$ cat src/rtl/fnc_vgatiming_gen_pkg.sv
// Shared definitions for the VGA timing generator: 640x480@60 geometry
// defaults, total-period and counter-width helpers, and the bundle of
// per-pixel control flags that travels down the sync/blank delay pipe.
package fnc_vgatiming_gen_pkg;

  localparam int DEF_H_ACTIVE = 640;
  localparam int DEF_H_FP     = 16;
  localparam int DEF_H_SYNC   = 96;
  localparam int DEF_H_BP     = 48;
  localparam int DEF_V_ACTIVE = 480;
  localparam int DEF_V_FP     = 10;
  localparam int DEF_V_SYNC   = 2;
  localparam int DEF_V_BP     = 33;
  localparam int DEF_CW       = 4;
  localparam int DEF_ADDR_W   = 19;

  // Flags are active-high "in region" indicators so that an all-zero
  // (reset or flushed) pipe stage means blank, syncs inactive, no pulse.
  typedef struct packed {
    logic hs_on;
    logic vs_on;
    logic h_act;
    logic v_act;
    logic fs;
  } vga_ctl_t;

  function automatic int total(input int act, input int fp, input int sync, input int bp);
    return act + fp + sync + bp;
  endfunction

  function automatic int cnt_w(input int n);
    return (n <= 2) ? 1 : $clog2(n);
  endfunction

endpackage

$ cat src/rtl/fnc_vgatiming_gen_if.sv
// Display-side bundle of the VGA timing generator.
//   module_en, scale2x, fb_base : control inputs (sampled at frame start)
//   addr / data                 : VRAM read address out, pixel {R,G,B} in
//   hsync, vsync                : sync outputs
//   hblank, vblank, frame_start : blanking flags and frame pulse (rgb-aligned)
//   rdata, gdata, bdata         : pixel colour out
// master = timing generator side, slave = system / display side.
interface fnc_vgatiming_gen_if #(
  parameter int CW     = 4,
  parameter int ADDR_W = 19
) ();
  logic              module_en;
  logic              scale2x;
  logic [ADDR_W-1:0] fb_base;
  logic [ADDR_W-1:0] addr;
  logic [3*CW-1:0]   data;
  logic              hsync;
  logic              vsync;
  logic              hblank;
  logic              vblank;
  logic              frame_start;
  logic [CW-1:0]     rdata;
  logic [CW-1:0]     gdata;
  logic [CW-1:0]     bdata;

  modport master (
    input  module_en, scale2x, fb_base, data,
    output addr, hsync, vsync, hblank, vblank, frame_start, rdata, gdata, bdata
  );

  modport slave (
    output module_en, scale2x, fb_base, data,
    input  addr, hsync, vsync, hblank, vblank, frame_start, rdata, gdata, bdata
  );
endinterface

$ cat src/rtl/fnc_vga_delayline.sv
// Fixed-depth shift register with asynchronous active-high clear.
//   clk, rst : clock, async reset (all stages cleared to zero)
//   din      : WIDTH-bit input, dout : din delayed by DEPTH clocks (DEPTH>=1)
module fnc_vga_delayline #(
  parameter int WIDTH = 1,
  parameter int DEPTH = 1
) (
  input  logic             clk,
  input  logic             rst,
  input  logic [WIDTH-1:0] din,
  output logic [WIDTH-1:0] dout
);

  logic [WIDTH-1:0] sr_q [DEPTH];

  always_ff @(posedge clk or posedge rst) begin
    if (rst) begin
      for (int unsigned i = 0; i < DEPTH; i++) sr_q[i] <= '0;
    end else begin
      sr_q[0] <= din;
      for (int unsigned i = 1; i < DEPTH; i++) sr_q[i] <= sr_q[i-1];
    end
  end

  assign dout = sr_q[DEPTH-1];

endmodule

$ cat src/rtl/fnc_vgatiming_gen.sv
// Programmable VGA timing and pixel-fetch engine on the pixel clock.
//   clk : pixel clock        rst : asynchronous reset, active-high
//   vga : fnc_vgatiming_gen_if.master (controls, VRAM port, display pins)
// Counter state at cycle n -> addr at n+1 -> VRAM data at n+1+RD_LATENCY ->
// registered outputs at n+2+RD_LATENCY; sync/blank/frame_start follow the
// same total delay so every output stays aligned with rgb.
module fnc_vgatiming_gen
  import fnc_vgatiming_gen_pkg::*;
#(
  parameter int H_ACTIVE   = DEF_H_ACTIVE,
  parameter int H_FP       = DEF_H_FP,
  parameter int H_SYNC     = DEF_H_SYNC,
  parameter int H_BP       = DEF_H_BP,
  parameter int V_ACTIVE   = DEF_V_ACTIVE,
  parameter int V_FP       = DEF_V_FP,
  parameter int V_SYNC     = DEF_V_SYNC,
  parameter int V_BP       = DEF_V_BP,
  parameter bit HS_POL     = 1'b0,
  parameter bit VS_POL     = 1'b0,
  parameter int CW         = DEF_CW,
  parameter int ADDR_W     = DEF_ADDR_W,
  parameter int RD_LATENCY = 1
) (
  input logic                 clk,
  input logic                 rst,
  fnc_vgatiming_gen_if.master vga
);

  localparam int H_TOTAL = total(H_ACTIVE, H_FP, H_SYNC, H_BP);
  localparam int V_TOTAL = total(V_ACTIVE, V_FP, V_SYNC, V_BP);
  // One spare count of headroom so sync-end constants always fit.
  localparam int HW   = cnt_w(H_TOTAL + 1);
  localparam int VW   = cnt_w(V_TOTAL + 1);
  localparam int PIPE = RD_LATENCY + 2;

  localparam logic [HW-1:0] H_ACT_C = HW'(H_ACTIVE);
  localparam logic [HW-1:0] HS_BEG  = HW'(H_ACTIVE + H_FP);
  localparam logic [HW-1:0] HS_END  = HW'(H_ACTIVE + H_FP + H_SYNC);
  localparam logic [HW-1:0] H_LAST  = HW'(H_TOTAL - 1);
  localparam logic [VW-1:0] V_ACT_C = VW'(V_ACTIVE);
  localparam logic [VW-1:0] VS_BEG  = VW'(V_ACTIVE + V_FP);
  localparam logic [VW-1:0] VS_END  = VW'(V_ACTIVE + V_FP + V_SYNC);
  localparam logic [VW-1:0] V_LAST  = VW'(V_TOTAL - 1);

  logic [HW-1:0]     hcnt_q, hcnt_d;
  logic [VW-1:0]     vcnt_q, vcnt_d;
  logic [ADDR_W-1:0] row_base_q, row_base_d;
  logic [ADDR_W-1:0] addr_q, addr_d;
  logic              scale_q, scale_d;

  logic              origin, scale_eff, h_act, v_act, line_end, frame_end;
  logic [ADDR_W-1:0] base_eff, x_off, line_w;
  vga_ctl_t          ctl_in, ctl_dly;

  logic [CW-1:0]     r_q, g_q, b_q;
  logic              hsync_q, vsync_q, hblank_q, vblank_q, fs_q;

  always_comb begin
    origin    = (hcnt_q == '0) && (vcnt_q == '0);
    // At the frame origin the shadows are being loaded this very cycle, so
    // the first pixel's address uses the live inputs directly.
    scale_eff = origin ? vga.scale2x : scale_q;
    base_eff  = origin ? vga.fb_base : row_base_q;
    x_off     = scale_eff ? ADDR_W'(hcnt_q >> 1) : ADDR_W'(hcnt_q);
    line_w    = scale_q ? ADDR_W'(H_ACTIVE / 2) : ADDR_W'(H_ACTIVE);
    h_act     = hcnt_q < H_ACT_C;
    v_act     = vcnt_q < V_ACT_C;
    line_end  = hcnt_q == H_LAST;
    frame_end = line_end && (vcnt_q == V_LAST);

    hcnt_d     = hcnt_q + 1'b1;
    vcnt_d     = vcnt_q;
    row_base_d = origin ? vga.fb_base : row_base_q;
    scale_d    = origin ? vga.scale2x : scale_q;
    addr_d     = (vga.module_en && h_act && v_act) ? base_eff + x_off : addr_q;

    if (line_end) begin
      hcnt_d = '0;
      if (frame_end) begin
        vcnt_d     = '0;
        row_base_d = vga.fb_base;
      end else begin
        vcnt_d = vcnt_q + 1'b1;
        // In 2x mode each VRAM row is shown on two lines: advance after odd lines.
        if (v_act && (!scale_q || vcnt_q[0])) row_base_d = row_base_q + line_w;
      end
    end

    if (!vga.module_en) begin
      hcnt_d     = '0;
      vcnt_d     = '0;
      row_base_d = vga.fb_base;
      scale_d    = vga.scale2x;
    end

    ctl_in.hs_on = vga.module_en && (hcnt_q >= HS_BEG) && (hcnt_q < HS_END);
    ctl_in.vs_on = vga.module_en && (vcnt_q >= VS_BEG) && (vcnt_q < VS_END);
    ctl_in.h_act = vga.module_en && h_act;
    ctl_in.v_act = vga.module_en && v_act;
    ctl_in.fs    = vga.module_en && origin;
  end

  always_ff @(posedge clk or posedge rst) begin
    if (rst) begin
      hcnt_q     <= '0;
      vcnt_q     <= '0;
      row_base_q <= '0;
      addr_q     <= '0;
      scale_q    <= 1'b0;
    end else begin
      hcnt_q     <= hcnt_d;
      vcnt_q     <= vcnt_d;
      row_base_q <= row_base_d;
      addr_q     <= addr_d;
      scale_q    <= scale_d;
    end
  end

  // The final output register supplies the last stage of the PIPE delay.
  fnc_vga_delayline #(
    .WIDTH($bits(vga_ctl_t)),
    .DEPTH(PIPE - 1)
  ) u_dly (
    .clk  (clk),
    .rst  (rst),
    .din  (ctl_in),
    .dout (ctl_dly)
  );

  always_ff @(posedge clk or posedge rst) begin
    if (rst) begin
      r_q      <= '0;
      g_q      <= '0;
      b_q      <= '0;
      hsync_q  <= ~HS_POL;
      vsync_q  <= ~VS_POL;
      hblank_q <= 1'b1;
      vblank_q <= 1'b1;
      fs_q     <= 1'b0;
    end else begin
      hsync_q  <= ctl_dly.hs_on ? HS_POL : ~HS_POL;
      vsync_q  <= ctl_dly.vs_on ? VS_POL : ~VS_POL;
      hblank_q <= ~ctl_dly.h_act;
      vblank_q <= ~ctl_dly.v_act;
      fs_q     <= ctl_dly.fs;
      if (ctl_dly.h_act && ctl_dly.v_act) {r_q, g_q, b_q} <= vga.data;
      else                                {r_q, g_q, b_q} <= '0;
    end
  end

  assign vga.addr        = addr_q;
  assign vga.hsync       = hsync_q;
  assign vga.vsync       = vsync_q;
  assign vga.hblank      = hblank_q;
  assign vga.vblank      = vblank_q;
  assign vga.frame_start = fs_q;
  assign vga.rdata       = r_q;
  assign vga.gdata       = g_q;
  assign vga.bdata       = b_q;

endmodule
$ cat src/flat_wrapper.sv
// flat-port wrapper written by rule: the top's interface ports become plain ports
module fnc_vgatiming_gen_flat import fnc_vgatiming_gen_pkg::*;
#(
  parameter int H_ACTIVE   = DEF_H_ACTIVE,
  parameter int H_FP       = DEF_H_FP,
  parameter int H_SYNC     = DEF_H_SYNC,
  parameter int H_BP       = DEF_H_BP,
  parameter int V_ACTIVE   = DEF_V_ACTIVE,
  parameter int V_FP       = DEF_V_FP,
  parameter int V_SYNC     = DEF_V_SYNC,
  parameter int V_BP       = DEF_V_BP,
  parameter bit HS_POL     = 1'b0,
  parameter bit VS_POL     = 1'b0,
  parameter int CW         = DEF_CW,
  parameter int ADDR_W     = DEF_ADDR_W,
  parameter int RD_LATENCY = 1
)
  (clk, rst, vga_module_en, vga_scale2x, vga_fb_base, vga_data, vga_addr, vga_hsync, vga_vsync, vga_hblank, vga_vblank, vga_frame_start, vga_rdata, vga_gdata, vga_bdata);
  fnc_vgatiming_gen_if #(.CW(CW), .ADDR_W(ADDR_W)) vga_i ();
  input logic clk;
  input logic rst;
  input wire logic [$bits(vga_i.module_en)-1:0] vga_module_en;
  input wire logic [$bits(vga_i.scale2x)-1:0] vga_scale2x;
  input wire logic [$bits(vga_i.fb_base)-1:0] vga_fb_base;
  input wire logic [$bits(vga_i.data)-1:0] vga_data;
  output wire logic [$bits(vga_i.addr)-1:0] vga_addr;
  output wire logic [$bits(vga_i.hsync)-1:0] vga_hsync;
  output wire logic [$bits(vga_i.vsync)-1:0] vga_vsync;
  output wire logic [$bits(vga_i.hblank)-1:0] vga_hblank;
  output wire logic [$bits(vga_i.vblank)-1:0] vga_vblank;
  output wire logic [$bits(vga_i.frame_start)-1:0] vga_frame_start;
  output wire logic [$bits(vga_i.rdata)-1:0] vga_rdata;
  output wire logic [$bits(vga_i.gdata)-1:0] vga_gdata;
  output wire logic [$bits(vga_i.bdata)-1:0] vga_bdata;
  assign vga_i.module_en = vga_module_en;
  assign vga_i.scale2x = vga_scale2x;
  assign vga_i.fb_base = vga_fb_base;
  assign vga_i.data = vga_data;
  assign vga_addr = vga_i.addr;
  assign vga_hsync = vga_i.hsync;
  assign vga_vsync = vga_i.vsync;
  assign vga_hblank = vga_i.hblank;
  assign vga_vblank = vga_i.vblank;
  assign vga_frame_start = vga_i.frame_start;
  assign vga_rdata = vga_i.rdata;
  assign vga_gdata = vga_i.gdata;
  assign vga_bdata = vga_i.bdata;
  fnc_vgatiming_gen #(.H_ACTIVE(H_ACTIVE), .H_FP(H_FP), .H_SYNC(H_SYNC), .H_BP(H_BP), .V_ACTIVE(V_ACTIVE), .V_FP(V_FP), .V_SYNC(V_SYNC), .V_BP(V_BP), .HS_POL(HS_POL), .VS_POL(VS_POL), .CW(CW), .ADDR_W(ADDR_W), .RD_LATENCY(RD_LATENCY)) u_core (.clk(clk), .rst(rst), .vga(vga_i));
endmodule
$ cat config.mk
export PLATFORM = sky130hd
export DESIGN_NAME = fnc_vgatiming_gen_flat
export DESIGN_NICKNAME = d
export VERILOG_FILES = /design/src/rtl/fnc_vgatiming_gen_pkg.sv /design/src/rtl/fnc_vgatiming_gen_if.sv /design/src/rtl/fnc_vga_delayline.sv /design/src/rtl/fnc_vgatiming_gen.sv /design/src/flat_wrapper.sv
export SDC_FILE = /design/constraint.sdc
export NUM_CORES = 1
export LEC_CHECK = 0
export ABC_AREA = 1
export CORE_MARGIN = 3
export CORE_UTILIZATION = 30
export CTS_CLUSTER_DIAMETER = 60
export DETAILED_ROUTE_END_ITERATION = 8
export PLACE_DENSITY = 0.5
export SETUP_SLACK_MARGIN = 0.3
export SLEW_MARGIN = 20
export SYNTH_ARGS = -nofsm -noshare
export SYNTH_HDL_FRONTEND = slang
export SYNTH_SLANG_ARGS = --single-unit
$ cat constraint.sdc
create_clock -name clk -period 10.2 [get_ports clk]
set_clock_uncertainty 0.1 [all_clocks]
set_input_delay 2.04 -clock clk [delete_from_list [all_inputs] [get_ports clk]]
set_output_delay 2.04 -clock clk [all_outputs]
set_load 0.05 [all_outputs]
==> impl_metrics.yaml, run 1 <==
outcome:
  status: "complete, no violations"
clock_tree:
  cts_setup_buffers: 0
  ctsResizeCount: 0
  postCtsHoldBufs: 0
  numCtsBuffers: 9
  clock_sinks: 86
  cts_root_buf: "clkbuf_16"
  clock_latency_ns: 0.35
  cts_buffer_depth: 2
  cts_tree: "done"
  clk_pin_slew_ns: 0.07
  htree_levels: 3
timing:
  layout_setup_ws_ns: 5.216
  setup_viol: 0
  min_period_ns: 4.984
  max_freq_mhz: 200.6
  slew-limit-headroom_pct: 37.98
  finalHoldViolations: 0
  fin_crit_sh_pct: 48.87
  rsz0062_at_grt: "false"
  setup_tns_ns: 0
  tightest_slew_ns: 0.9268
  drv_slew: 0
worst_hold_path:
  min_to: "u_core.vga.frame_start"
  hold_path_class: "flip-flop to flip-flop"
  hold_start: "u_core.u_dly.dout[0]"
  whs_path_depth: 0
worst_setup_path:
  endpoint_kind: "flip-flop"
  path_buf_inv: 4
  r2r_cells: 20
  critical_path.cell_chain: "clkdlybuf4s50_1 -> inv_1 -> o21ai_2 -> nand2_1 -> o21ai_0 -> ha_1 -> inv_1 -> fa_1 -> inv_1 -> nand2_1 -> o21ai_0 -> a21boi_0 -> nor2_1 -> o22ai_1 -> xor2_1 -> nand2_1 -> nand2_1"
  crit_family: "compound AO/OA/AOI/OAI gates"
  rrSetupSlack_ns: 5.97
  critPathMostFrequentCell: "nand2_1"
  crit_type: "input pin to flip-flop"
  reg2reg_to: "u_core.vga.addr[8]"
  cp_slowest_stage_delay_ns: 0.58
  crit_start: "vga_scale2x"
  cp-start-kind: "input pin"
  worstPathRequired_ns: 10.34
  r2r-start: "u_core.hcnt_q[1]"
  worstPathArrival_ns: 5.12
  worst-path-max-fanout: 20
  cpMaxStageDelayCell: "o21ai_2"
yosys:
  synth-edff-count: 0
  synthTopCellsByCount: "155 x nand2_1, 101 x inv_1, 82 x dfrtp_1"
  synthesis.nets: 746
  synth_most_common_cell: "nand2_1"
  synth_top_area_cell: "dfrtp_1"
  synth-seq-cells: 86
  yosysUniqueCellTypes: 46
  synthArstFlopShare_pct: 100.0
  synth-seq-area-share_pct: 41.17
  synthTopCellsByArea: "dfrtp_1 39%, nand2_1 11%, inv_1 7.2%"
  ys_warn_count: 0
  yosysTopAreaCellShare_pct: 39.16
  synthCells: 691
  synth.avg_cell_area_um2: 7.583
  synthFlopType: "dfrtp_1"
  synthesis.area_um2: 5240
global_routing:
  grt_max_degree: 60
  grt_pass1_vias: 4715
  grt.total_usage_pct: 15.37
  grt_pass1_wl_um: 24010
  grt-ovfl-total: 0
  antenna_found_initial: 0
placement:
  place_area_um2: 6123
  finalWeightedCongestion: 0.9475
  hpwl_um: 10890
  portBuffers: 70
  post-place-ws_ns: 4.503
detailed_routing:
  wl_per_cell_um: 14.72
  routed_wl_um: 14440
  num_vias: 4753
  post_drt_via_cell_ratio: 4.845
  drcViolationCount: 0
  drtIter0Drc: 299
  firstDrtPassIters: 5
  postRouteAntennaNets: 0
job:
  cap_violations: 0
power:
  leakage_nw: 3.011
  ir_drop_v: 0.00007635
  power_density_nw_per_um2: 160.2
die:
  initial_core_util_pct: 31.16
  die_area_um2: 19090
  die_w_um: 138.2
  core_area_um2: 16820
  top_level_ports: 71
  floorplan.rows: 47
  die_h_um: 138.2
finish:
  final_area_um2: 6421
  diodes: 0
  area_delta_synth_final_pct: 22.54
  drive_gt1_share_pct: 8.016
  nNetsFinal: 811
  fin_util_pct: 38.18
-- metal layers --
layer	vias to the layer above	GRT usage (%)	wire, um
met5	-	0	0
met4	0	6.136	302
met3	24	2.348	604
met2	129	23.66	6458
met1	2223	21.75	7071
li1	2377	-	-
-- cell usage in the layout, fill, tap and decap left out, types with 3 or more instances in the layout --
master             n
inv_6              3
dfrtp_1           82
o21ai_0           43
dfstp_2            4
xor2_1             8
o22ai_1           10
nand2_2            4
a21oi_1           27
clkdlybuf4s50_1   69
nor4_1             3
o21ai_2            3
xnor2_1            4
inv_1            100
nor3_1            10
nand3_1           50
nor2_4             4
nor2_8             3
nand2_1          155
ha_1              18
nor2_2             5
clkbuf_16          9
o211ai_1           9
a22oi_1            3
nand4_1           15
o21ai_1           14
a31oi_1            3
nor2_1            64
inv_2             10
-- power by group --
group          internal, W  switching (W)  leakage [nW]
sequential        0.000372      0.0000208          1.09
combinational    0.0000962       0.000198          1.77
clock             0.000193       0.000149         0.148
-- how the worst max path moves through the flow --
stage / to / slack (ns) / cells past startpoint
after floorplan: u_core.hcnt_q[0] / 5.84 / 1
after global placement: u_core.vga.addr[9] / 4.58 / 9
after detailed placement: u_core.vga.addr[3] / 4.50 / 8
after CTS: u_core.vga.addr[3] / 4.86 / 8
after global routing: u_core.vga.addr[8] / 4.85 / 17
final: u_core.vga.addr[8] / 5.22 / 17
-- registers in the layout, indices dropped and copies added (netlist names) --
signal / count
u_core.vcnt_q: 10
u_core.vga.hsync: 1
u_core.row_base_q: 19
u_core.vga.vsync: 1
u_core.vga.addr: 19
u_core.vga.hblank: 1
u_core.u_dly.dout: 5
u_core.u_dly.sr_q: 5
u_core.vga.gdata: 4
u_core.vga.vblank: 1
u_core.vga.rdata: 4
u_core.scale_q: 1
u_core.vga.bdata: 4
u_core.vga.frame_start: 1
u_core.hcnt_q: 10
-- layout make-up --
class,instances,area [um^2]
inverter,111,417.9
sequential,86,2157
clock inverter,6,70.07
clock buffer,10,229.0
tap,220,275.3
fill,1796,10400
timing repair buffer,71,703.2
multi-input combinational,477,2569
-- through the flow --
stage	hold slack, ns	std cells	total power, W
after global routing	0.2524	981	0.001087
after detailed placement	0.2347	965	0.0006926
after global placement	0.2315	965	0.0006896
after floorplan	0.2312	691	0.0005951
final	0.2493	981	0.001029
after CTS	0.2508	981	0.001041
-- kinds of logic (layout without fill, tap and decap cells) --
kind of cell | Yosys count | after routing | synth area share [%]
adder cells (fa/ha/maj) | 20 | 20 | 5.062
AO/OA/AOI/OAI | 121 | 121 | 13.23
XOR/XNOR | 12 | 12 | 2.006
AND/OR/NAND/NOR | 324 | 324 | 28.65
flip-flops | 86 | 86 | 41.17
buffers and inverters | 128 | 198 | 9.885
(Power assumes the default switching activity.)
==> run 2, diff against run 1 <==
--- a/config.mk
+++ b/config.mk
@@ -10,7 +10,7 @@
 export CORE_UTILIZATION = 30
 export CTS_CLUSTER_DIAMETER = 60
 export DETAILED_ROUTE_END_ITERATION = 8
-export PLACE_DENSITY = 0.5
+export PLACE_DENSITY = 0.52
 export SETUP_SLACK_MARGIN = 0.3
 export SLEW_MARGIN = 20
 export SYNTH_ARGS = -nofsm -noshare
==> constraint.sdc (replaced) <==
create_clock -name clk -period 4.05 [get_ports clk]
set_clock_uncertainty 0.1 [all_clocks]
set_input_delay 0.81 -clock clk [delete_from_list [all_inputs] [get_ports clk]]
set_output_delay 0.81 -clock clk [all_outputs]
set_load 0.05 [all_outputs]
==> impl_metrics.yaml, run 2 (synthesis results as in run 1) <==
worst_setup_path:
  endpoint_kind: "flip-flop"
  crit_start: "u_core.hcnt_q[0]"
  worst-path-max-fanout: 7
  r2r-start: "u_core.hcnt_q[0]"
  cp-start-kind: "flip-flop"
  rrSetupSlack_ns: 0.60
  worstPathRequired_ns: 4.19
  worstPathArrival_ns: 3.59
  crit_type: "flip-flop to flip-flop"
  reg2reg_to: "u_core.vga.addr[8]"
  r2r_cells: 20
timing:
  drv_slew: 0
  finalHoldViolations: 0
  min_period_ns: 3.447
  setup_tns_ns: 0
  slew-limit-headroom_pct: 52.43
  max_freq_mhz: 290.1
  tightest_slew_ns: 0.7061
  rsz0062_at_grt: "false"
  setup_viol: 0
  fin_crit_sh_pct: 85.11
worst_hold_path:
  min_to: "u_core.u_dly.dout[1]"
  hold_path_class: "flip-flop to flip-flop"
  hold_start: "u_core.u_dly.sr_q[6]"
  whs_path_depth: 0
finish:
  diodes: 0
  nFillCells: 1768
  area_delta_synth_final_pct: 25.02
  drive_gt1_share_pct: 10.21
  final_common_cell: "nand2_1"
  final_cell_mix: "154 x nand2_1, 100 x inv_1, 81 x dfrtp_1"
  nNetsFinal: 824
detailed_routing:
  drtIter0Drc: 336
  firstDrtPassIters: 5
  postRouteAntennaNets: 0
  post_drt_via_cell_ratio: 4.785
  num_vias: 4756
  routed_wl_um: 14510
  wl_per_cell_um: 14.60
  drcViolationCount: 0
die:
  die_area_um2: 19090
  floorplan.rows: 47
  die_w_um: 138.2
  top_level_ports: 71
  die_h_um: 138.2
  core_area_um2: 16820
  initial_core_util_pct: 31.16
power:
  p_sw_w: 0.0009310
  ir_drop_v: 0.0002407
  clock_power_share_pct: 31.9
  intPower_w: 0.001640
  leakage_nw: 3.073
  p_total_w: 0.002571
  combinationalPowerShare_pct: 29.7
  seq_power_share_pct: 38.4
  swShare_pct: 36.22
  power_density_nw_per_um2: 392.4
clock_tree:
  numCtsBuffers: 9
  clk_pin_slew_ns: 0.07
  cts_root_buf: "clkbuf_16"
  cts_buffer_depth: 2
  clock_latency_ns: 0.35
  cts_tree: "done"
  htree_levels: 3
  clock_sinks: 86
  postCtsHoldBufs: 0
outcome:
  status: "complete, no violations"
placement:
  portBuffers: 70
  hpwl_um: 10800
  finalWeightedCongestion: 0.8550
global_routing:
  grt_max_degree: 56
  grt.total_usage_pct: 15.20
  grt-ovfl-total: 0
  antenna_found_initial: 0
  grt_pass1_wl_um: 23780
  grt_pass1_vias: 4515
job:
  cap_violations: 0
[run 2: cell types whose count changed in the layout (fill, tap and decap cells not counted), sizes merged]
cell	previous run	this run
inv	113	114
buf	2	14
clkdlybuf4s50	69	70
clkinvlp	0	1
bufinv	1	0
clkinv	3	2
[run 2: worst max-delay path by stage]
stage | cells past startpoint | slack, ns | to
global route | 20 | 0.28 | u_core.vga.addr[8]
global placement | 17 | 0.24 | u_core.vga.addr[8]
detailed placement | 17 | 0.19 | u_core.vga.addr[8]
CTS | 20 | 0.37 | u_core.vga.addr[8]
finish | 20 | 0.60 | u_core.vga.addr[8]
floorplan | 21 | 0.80 | u_core.vga.addr[8]
[run 2: metal layers]
layer,up-vias,track usage (%),part of all wire [%]
met3,15,2.210,4.4
met2,109,23.90,45
li1,2410,-,-
met1,2222,21.74,49
met4,0,4.628,1.5
met5,-,0,0
[run 2: power by group through the flow]
stage | clock network (W) | registers, W | logic (W)
after floorplan | 0 | 0.00115 | 0.000344
after global placement | 0 | 0.000999 | 0.000747
after detailed placement | 0 | 0.00100 | 0.000749
after CTS | 0.000851 | 0.000987 | 0.000752
after global routing | 0.000878 | 0.000999 | 0.000839
final | 0.000820 | 0.000987 | 0.000764
[run 2: area by class of cell]
cell class / count / area (um^2) / area share, %
tap: 220 / 275.3 / 4.202
multi-input combinational: 477 / 2590 / 39.53
clock buffer: 10 / 239.0 / 3.648
sequential: 86 / 2158 / 32.95
clock inverter: 6 / 51.30 / 0.7830
inverter: 111 / 419.2 / 6.398
timing repair buffer: 84 / 818.3 / 12.49
[run 2: critical path, cell delays in order (launching register included)]
cell	delay (ns)
dfrtp_1	0.41
inv_1	0.10
ha_1	0.17
nand3_1	0.10
nor2_1	0.14
nand3_2	0.20
o21ai_4	0.27
nand2_1	0.07
o21ai_0	0.09
ha_2	0.23
inv_1	0.05
fa_1	0.39
inv_1	0.09
nand2_1	0.07
o21ai_1	0.18
a21boi_0	0.15
nor2_1	0.18
o22ai_1	0.10
xor2_1	0.14
nand2_1	0.06
nand2_1	0.04
[run 2: timing repair]
item | in CTS | in global routing
gates resized for setup | 0 | 8
endpoints found under the setup margin | 0 | 11
buffers inserted | 0 | 6
[run 2: metrics by stage]
| step | hold WS (ns) | instance area [um^2] | setup slack [ns] | util, % | std cells |
|---|---|---|---|---|---|
| floorplan | 0.2312 | 5240 | 0.7955 | - | 691 |
| global placement | 0.2337 | 6188 | 0.2400 | 36.80 | 972 |
| detailed placement | 0.2347 | 6188 | 0.1901 | 36.80 | 972 |
| CTS | 0.2451 | 6479 | 0.3668 | 38.52 | 988 |
| global route | 0.2586 | 6551 | 0.2842 | 38.95 | 994 |
| finish | 0.2442 | 6551 | 0.6032 | 38.95 | 994 |
==> run 3, diff against run 2 <==
--- a/config.mk
+++ b/config.mk
@@ -6,11 +6,12 @@
 export NUM_CORES = 1
 export LEC_CHECK = 0
 export ABC_AREA = 1
+export CAP_MARGIN = 20
 export CORE_MARGIN = 3
 export CORE_UTILIZATION = 30
 export CTS_CLUSTER_DIAMETER = 60
 export DETAILED_ROUTE_END_ITERATION = 8
-export PLACE_DENSITY = 0.52
+export PLACE_DENSITY = 0.5
 export SETUP_SLACK_MARGIN = 0.3
 export SLEW_MARGIN = 20
 export SYNTH_ARGS = -nofsm -noshare
==> constraint.sdc (replaced) <==
create_clock -name clk -period 4.1 [get_ports clk]
set_clock_uncertainty 0.1 [all_clocks]
set_input_delay 0.82 -clock clk [delete_from_list [all_inputs] [get_ports clk]]
set_output_delay 0.82 -clock clk [all_outputs]
set_load 0.05 [all_outputs]
==> impl_metrics.yaml, run 3 (synthesis results as in run 1) <==
global_routing:
  grt_max_degree: 37
  antenna_found_initial: 0
  grt_pass1_wl_um: 23830
  grt-ovfl-total: 0
  grt_pass1_vias: 4632
  grt.total_usage_pct: 15.32
die:
  core_area_um2: 16820
  die_area_um2: 19090
  top_level_ports: 71
  die_h_um: 138.2
  floorplan.rows: 47
  initial_core_util_pct: 31.16
  die_w_um: 138.2
clock_tree:
  cts_setup_buffers: 0
  cts_root_buf: "clkbuf_16"
  clk_pin_slew_ns: 0.07
  cts_tree: "done"
  htree_levels: 3
  clock_latency_ns: 0.35
  cts_buffer_depth: 2
  clock_sinks: 86
  numCtsBuffers: 9
timing:
  rsz0062_at_grt: "false"
  setup_viol: 0
  tightest_slew_ns: 0.7110
  setup_tns_ns: 0
  fin_crit_sh_pct: 85.65
  min_period_ns: 3.512
  hold-worst-slack_ns: 0.2482
  drv_slew: 0
  slew-limit-headroom_pct: 52.60
  max_freq_mhz: 284.8
  finalHoldViolations: 0
power:
  clock_power_share_pct: 31.9
  combinationalPowerShare_pct: 29.3
  ir_drop_v: 0.0002184
  swShare_pct: 36.12
  seq_power_share_pct: 38.8
  leakage_nw: 3.025
  p_sw_w: 0.0009080
  power_density_nw_per_um2: 388.9
  intPower_w: 0.001606
detailed_routing:
  drcViolationCount: 0
  routed_wl_um: 14230
  post_drt_via_cell_ratio: 4.852
  postRouteAntennaNets: 0
  num_vias: 4789
  drtIter0Drc: 387
  firstDrtPassIters: 4
  wl_per_cell_um: 14.42
worst_hold_path:
  min_to: "u_core.vga.frame_start"
  whs_path_depth: 0
  hold_path_class: "flip-flop to flip-flop"
  hold_start: "u_core.u_dly.dout[0]"
finish:
  multiInputGateArea_um2: 2576
  final_common_cell: "nand2_1"
  final_cell_mix: "155 x nand2_1, 100 x inv_1, 82 x dfrtp_1"
  area_delta_synth_final_pct: 23.35
  final_cells: 987
  fin_util_pct: 38.43
  final_area_um2: 6464
  register_area_um2: 2157
  diodes: 0
  nNetsFinal: 817
  drive_gt1_share_pct: 8.866
  nFillCells: 1771
placement:
  dp.cells: 971
  hpwl_um: 10830
  portBuffers: 70
  place_area_um2: 6168
  finalWeightedCongestion: 0.8714
job:
  cap_violations: 0
worst_setup_path:
  r2r-start: "u_core.hcnt_q[7]"
  worstPathRequired_ns: 4.24
  cp-start-kind: "flip-flop"
  rrSetupSlack_ns: 0.59
  critPathMostFrequentCell: "nand2_1"
  worst-path-max-fanout: 16
  endpoint_kind: "flip-flop"
  worstPathArrival_ns: 3.65
  crit_type: "flip-flop to flip-flop"
  cpMaxStageDelayCell: "dfrtp_1"
  r2r_cells: 20
  critical_path.cell_chain: "nor2_8 -> nand3_1 -> nor2_1 -> nand3_2 -> nand2_1 -> o21ai_1 -> buf_4 -> o21ai_1 -> ha_2 -> inv_1 -> fa_1 -> inv_1 -> nand2_1 -> o21ai_2 -> a21boi_0 -> nor2_1 -> o22ai_1 -> xor2_1 -> nand2_1 -> nand2_1"
  reg2reg_to: "u_core.vga.addr[8]"
  cp_slowest_stage_delay_ns: 0.52
outcome:
  status: "complete, no violations"
## run 3: worst max-delay path, delay by kind of cell, from the launching register on
family	cells	cell delay, ns
flops	1	0.52
buf+inv	3	0.38
compound gates	5	0.70
simple gates	9	0.92
fa+ha+maj	2	0.61
xor+xnor	1	0.14
## run 3: per-layer routing
metal	share of wire, %	vias up	GRT usage (%)
li1	-	2389	-
met1	49	2278	21.43
met2	45	107	23.64
met3	4.9	15	3.246
met4	1.5	0	5.200
met5	0	-	0
## run 3: layout make-up
type / instances / area share, %
Sequential cell: 86 / 33.37
Multi-Input combinational cell: 477 / 39.86
Tap cell: 220 / 4.259
Clock buffer: 11 / 3.755
Inverter: 111 / 6.465
Clock inverter: 5 / 0.6388
Timing Repair Buffer: 77 / 11.65
## run 3: timing repair
action                                  4_1_cts  5_1_grt
hold buffers                                  0        0
resized for setup                             0        5
endpoints found under the setup margin        0        4
## run 3: how the worst max path moves through the flow
stage / from / to / slack (ns) / depth (start not counted)
2_1_floorplan: u_core.vcnt_q[0] / u_core.vga.addr[8] / 0.85 / 21
3_3_place_gp: vga_scale2x / u_core.vga.addr[8] / 0.29 / 17
3_5_place_dp: vga_scale2x / u_core.vga.addr[8] / 0.17 / 17
4_1_cts: u_core.vcnt_q[0] / u_core.vga.addr[8] / 0.38 / 21
5_1_grt: u_core.vcnt_q[0] / u_core.vga.addr[13] / 0.30 / 20
6_report: u_core.hcnt_q[7] / u_core.vga.addr[8] / 0.59 / 20
## run 3: metrics by stage
step | setup slack [ns] | total power [W]
final | 0.5882 | 0.002514
after global routing | 0.2995 | 0.002666
after CTS | 0.3770 | 0.002546
after detailed placement | 0.1687 | 0.001728
after global placement | 0.2855 | 0.001719
after floorplan | 0.8455 | 0.001480
## run 3: power by group through the flow
stage / Sequential, W / Clock, W / Combinational [W]
3_5_place_dp: 0.000992 / 0 / 0.000736
4_1_cts: 0.000976 / 0.000831 / 0.000740
2_1_floorplan: 0.00114 / 0 / 0.000340
5_1_grt: 0.000986 / 0.000867 / 0.000813
3_3_place_gp: 0.000989 / 0 / 0.000731
6_report: 0.000975 / 0.000803 / 0.000736
